`config.mk`:
```
export PLATFORM = sky130hd
export DESIGN_NAME = wb_regfile
export DESIGN_NICKNAME = d
export VERILOG_FILES = /design/src/rtl/wb_regfile_pkg.sv /design/src/rtl/wb_regfile_wb_mux.sv /design/src/rtl/wb_regfile.sv
export SDC_FILE = /design/constraint.sdc
export NUM_CORES = 2
export LEC_CHECK = 0
export CAP_MARGIN = 20
export CORE_UTILIZATION = 56
export DETAILED_ROUTE_END_ITERATION = 6
export PLACE_DENSITY = 0.77
export SYNTH_ARGS = -nofsm -noshare
export SYNTH_HDL_FRONTEND = slang
export SYNTH_SLANG_ARGS = --single-unit
```
`constraint.sdc`:
```
create_clock -name clk -period 29.9 [get_ports clk]
set_clock_uncertainty 0.2 [all_clocks]
set_input_delay 2.99 -clock clk [delete_from_list [all_inputs] [get_ports clk]]
set_output_delay 2.99 -clock clk [all_outputs]
set_load 0.1 [all_outputs]
```
`src/rtl/wb_regfile_pkg.sv`:
```
// Shared sizing for the write-back stage and general-purpose register file.
package wb_regfile_pkg;

    localparam int DSIZE = 32;
    localparam int ASIZE = 5;
    localparam int ISIZE = 32;

    // jal always links into the highest-numbered register
    localparam logic [ASIZE-1:0] LINK_REG = {ASIZE{1'b1}};

endpackage

```
`src/rtl/wb_regfile_wb_mux.sv`:
```
// Write-back select: picks the value, destination and write strobe for the
// instruction sitting in WB. Purely combinational.
module wb_mux
    import wb_regfile_pkg::*;
#(
    parameter int DSIZE = wb_regfile_pkg::DSIZE,
    parameter int ASIZE = wb_regfile_pkg::ASIZE,
    parameter int ISIZE = wb_regfile_pkg::ISIZE
) (
    input  logic [ASIZE-1:0] i_waddr,
    input  logic [DSIZE-1:0] i_aluout,
    input  logic [DSIZE-1:0] i_mem_rdata,
    input  logic             i_wen,
    input  logic             i_memtoreg,
    input  logic             i_jal,
    input  logic [ISIZE-1:0] i_npc,
    output logic [DSIZE-1:0] o_wb_data,
    output logic [ASIZE-1:0] o_wb_addr,
    output logic             o_wb_we
);

    // Link register address for whatever ASIZE this instance is built with
    localparam logic [ASIZE-1:0] L_LINK = {ASIZE{1'b1}};

    // jal wins over both memtoreg and waddr; writes to r0 are dropped here
    always_comb begin
        o_wb_data = i_memtoreg ? i_mem_rdata : i_aluout;
        o_wb_addr = i_waddr;
        if (i_jal) begin
            o_wb_data = DSIZE'(i_npc);
            o_wb_addr = L_LINK;
        end
        o_wb_we = (i_wen | i_jal) & (o_wb_addr != '0);
    end

endmodule

```
`src/rtl/wb_regfile.sv`:
```
// Write-back stage and register file. Two combinational read ports for ID,
// one write port from the WB select, and a registered commit record.
// Optional feature: define WB_BYPASS_EN to forward the write-back value to a
// read port addressing the register being written in the same cycle.
module wb_regfile
    import wb_regfile_pkg::*;
#(
    parameter int DSIZE = wb_regfile_pkg::DSIZE,
    parameter int ASIZE = wb_regfile_pkg::ASIZE,
    parameter int ISIZE = wb_regfile_pkg::ISIZE
) (
    input  logic             clk,
    input  logic             rst,
    input  logic [ASIZE-1:0] waddr_in,
    input  logic [DSIZE-1:0] aluout_in,
    input  logic [DSIZE-1:0] mem_rdata_in,
    input  logic             wen_in,
    input  logic             memtoreg_in,
    input  logic             jal_in,
    input  logic [ISIZE-1:0] nPC_in,
    input  logic [ASIZE-1:0] raddr1,
    input  logic [ASIZE-1:0] raddr2,
    output logic [DSIZE-1:0] rdata1,
    output logic [DSIZE-1:0] rdata2,
    output logic             commit_valid,
    output logic [ASIZE-1:0] commit_addr,
    output logic [DSIZE-1:0] commit_data
);

    localparam int NREG = 1 << ASIZE;

    logic [DSIZE-1:0] w_wb_data;
    logic [ASIZE-1:0] w_wb_addr;
    logic             w_wb_we;

    // r0 is hardwired to zero, so storage starts at index 1
    logic [DSIZE-1:0] r_regs [1:NREG-1];

    logic             r_commit_valid;
    logic [ASIZE-1:0] r_commit_addr;
    logic [DSIZE-1:0] r_commit_data;

    wb_mux #(
        .DSIZE (DSIZE),
        .ASIZE (ASIZE),
        .ISIZE (ISIZE)
    ) u_wb_mux (
        .i_waddr     (waddr_in),
        .i_aluout    (aluout_in),
        .i_mem_rdata (mem_rdata_in),
        .i_wen       (wen_in),
        .i_memtoreg  (memtoreg_in),
        .i_jal       (jal_in),
        .i_npc       (nPC_in),
        .o_wb_data   (w_wb_data),
        .o_wb_addr   (w_wb_addr),
        .o_wb_we     (w_wb_we)
    );

    // Storage write; w_wb_we is already low for address 0
    always_ff @(posedge clk or posedge rst) begin
        if (rst) begin
            for (int i = 1; i < NREG; i++) begin
                r_regs[i] <= '0;
            end
        end else if (w_wb_we) begin
            r_regs[w_wb_addr] <= w_wb_data;
        end
    end

    // Read ports resolve independently; r0 reads zero and is never forwarded
    always_comb begin
        rdata1 = '0;
        rdata2 = '0;
        if (raddr1 != '0) begin
            rdata1 = r_regs[raddr1];
`ifdef WB_BYPASS_EN
            if (w_wb_we && (raddr1 == w_wb_addr)) begin
                rdata1 = w_wb_data;
            end
`endif
        end
        if (raddr2 != '0) begin
            rdata2 = r_regs[raddr2];
`ifdef WB_BYPASS_EN
            if (w_wb_we && (raddr2 == w_wb_addr)) begin
                rdata2 = w_wb_data;
            end
`endif
        end
    end

    // Commit record: valid pulses per retired write, addr/data hold otherwise
    always_ff @(posedge clk or posedge rst) begin
        if (rst) begin
            r_commit_valid <= 1'b0;
            r_commit_addr  <= '0;
            r_commit_data  <= '0;
        end else begin
            r_commit_valid <= w_wb_we;
            if (w_wb_we) begin
                r_commit_addr <= w_wb_addr;
                r_commit_data <= w_wb_data;
            end
        end
    end

    assign commit_valid = r_commit_valid;
    assign commit_addr  = r_commit_addr;
    assign commit_data  = r_commit_data;

endmodule

```
==> summary.txt <==
Outcome
  – Outcome: complete, but fails checks
  – Failing checks: design-rule violations

STA
  – Max Clk Rate: 0.0851 GHz
  – Slew of the pin with the lowest slew margin: 1160 ps
  – Period utilization: 0.393
  – Slew Limit Headroom: 0.227
  – Fin crit period: 11760 ps
  – Setup tns final: 0 ps
  – Final hold vios: 0
  – Final setup vio count: 0
  – Final WS setup: 18140 ps
  – Fin Hold WS: 279 ps
  – Slew Viols, Final: 0
  – RSZ-0062 raised after global routing: no

Clock tree
  – Post-CTS Resized: 0
  – CTS Hold Bufs: 0
  – Reg clk slew, reported paths: 60 ps
  – Root buffer cell: clkbuf_16
  – Clock Path Buffers: 3
  – CTS Sinks: 1030
  – CTS tree: done
  – H-tree lvl count: 3
  – Clk_lat worst skew: 680 ps
  – Inserted Clock Buffers: 106
  – Post-CTS Repair Setup Buffers: 0

Synth
  – Synth Cell Area: 52800 sq um
  – YS warnings: 0
  – Flops & latches, synth: 1030
  – Sequential fraction of the synthesis area: 0.488
  – Synth Instances: 5356
  – Yosys cell types: 36
  – Top_reg_cell synth: dfrtp_1
  – Post-synth EDFFs: 0
  – Syn Area/Cell: 9.86 sq um
  – Share of flip-flops with an asynchronous set or reset: 1.00
  – Net count after synthesis: 5472

Floorplanning
  – Core area: 93300 sq um
  – Initial core utilization: 0.566
  – Num ports: 218
  – Die Y: 309 um
  – Placement Rows: 112
  – DIE WIDTH: 309 um
  – DIE AREA: 95600 sq um

Placement
  – Global placement routability congestion: 0.870
  – Detail Placement HPWL: 99500 um
  – Setup WS pre-CTS: 18200 ps
  – Placed instance count: 6390
  – Port Buffers: 217

Setup path
  – Arrival time worst endpoint: 8570 ps
  – CP Max Fanout: 75
  – CP delay by family, top: buffers and inverters
  – Buf/Inv on CP: 5
  – Required @ worst endpoint: 26710 ps
  – Slowest cell on crit path: clkdlybuf4s50_1
  – FF-to-FF setup slack: 28890 ps
  – CP Class: input port to primary output
  – Top cell by count, worst path: buf_4
  – Max incr delay on CP: 1210 ps
  – CP Launch Type: input port
  – Worst setup EP type: primary output
  – Worst-path cell chain: buf_8 -> buf_4 -> buf_4 -> buf_4 -> mux2i_1 -> o22ai_1 -> nor3_1 -> nor3_1 -> clkdlybuf4s50_1

Finish
  – Layout fillers: 7379
  – P&R area growth vs syn: 12.7%
  – Fin nets: 5368
  – Finished Layout Cells: 6595
  – Share of cells above drive strength 1: 0.131

Flow run
  – Max Cap Viol: 0

Route
  – Drt wl/cell: 26.1 um
  – DRC viols: 8
  – Initial drt markers: 5055
  – Drt pass-1 iters: 7
  – Final wirelength: 172000 um
  – Via density per instance: 6.69
  – Antenna-violating nets left: 0
  – Vias post-DR: 44100

GRT
  – GR Util All Layers: 0.359
  – Pin count of the biggest net entering global routing: 173
  – GR Overflow Total: 0
  – Initial antenna violation count: 2
  – Vias in the first global route: 43500
  – Global-route wire length before repair: 261000 um

Pwr
  – Power Total: 0.00386 W
  – Peak VDD IR: 0.0607 mV
  – Static Leakage: 26.2 nW
  – PD cells: 64.9 nW/um^2

Min path
  – Hold Path Class: flip-flop to flip-flop
## cell families after synthesis
family | count (synthesis) | share of synthesized area
buffers and inverters | 553 | 0.0412
AND/OR/NAND/NOR | 1332 | 0.103
AO/OA/AOI/OAI | 1575 | 0.169
flip-flops | 1030 | 0.488
multiplexers | 866 | 0.199
## path summary, 6_finish.rpt
path | startpoint | end | depth (start not counted)
worst max-delay path | raddr1[0] | rdata1[8] | 9
worst min-delay path | commit_data[4]$_DFFE_PP0P_ | commit_data[4]$_DFFE_PP0P_ | 2
worst max register to register | r_regs[408]$_DFFE_PP0P_ | r_regs[408]$_DFFE_PP0P_ | 2
worst min register to register | commit_data[4]$_DFFE_PP0P_ | commit_data[4]$_DFFE_PP0P_ | 2
max in group asynchronous | rst | r_regs[108]$_DFFE_PP0P_ | 6
min in group asynchronous | rst | commit_data[5]$_DFFE_PP0P_ | 2
## where the power goes
part | leakage (nW) | switching [W] | internal (W)
logic | 10.7 | 0.000475 | 0.000274
registers | 13.7 | 0.000139 | 0.00157
clock network | 1.81 | 0.000579 | 0.000827
total | 26.2 | 0.00119 | 0.00267
## sequential cells by signal, indices dropped and copies added (netlist names)
signal	count
commit_valid	1
commit_addr	5
commit_data	32
r_regs	992
## cells in the mapped netlist, types with 37 or more instances
master,count,area share
buf_2,81,0.0077
o21ai_0,1010,0.096
mux2i_1,552,0.10
dfrtp_1,1030,0.49
mux4_2,128,0.055
o31a_1,62,0.010
a21oi_1,37,0.0035
a221oi_1,62,0.010
clkbuf_1,450,0.032
nand2_1,1040,0.074
o22ai_1,320,0.038
nor3_1,190,0.018
mux2_2,186,0.040
a22oi_1,62,0.0088
## area by class of cell
class	instances	area [sq um]	share of cell area
Clock buffer	138	2950	0.0496
Multi-Input combinational cell	3773	25200	0.424
Sequential cell	1030	25800	0.433
Inverter	2	11.3	0.000189
Tap cell	1254	1570	0.0264
Timing Repair Buffer	339	3270	0.0548
Antenna cell	1	2.50	0.0000420
Clock inverter	58	736	0.0124
## per-layer routing
metal  share of wire  routed length, um  up-vias  track usage
met1            0.38              64700    21800        0.457
met3            0.11              18700      616       0.0930
met4           0.052               8990        6        0.190
met2            0.46              79400     2654        0.565
li1                -                  -    19100            -
met5         0.00048                 83        -            0
## through the flow
stage           util  instance area, sq um
2_1_floorplan      -                 52800
3_3_place_gp   0.596                 55600
3_5_place_dp   0.596                 55700
4_1_cts        0.636                 59400
5_1_grt        0.638                 59500
6_report       0.638                 59500
## placed cells by master (no fill, tap or decap), drive strengths merged, types with 130 or more instances in the layout
cell	count
nand2	1040
dfrtp	1030
o21ai	1026
mux2i	552
o22ai	320
clkdlybuf4s50	209
nor3	190
mux2	186
clkbuf	138
buf	130
## worst register-to-register path: stages (launching register included)
cell and delay, ps:
dfrtp_1 410, nand2_1 70, o21ai_0 160
No activity file was read; power rests on OpenSTA's default activity.
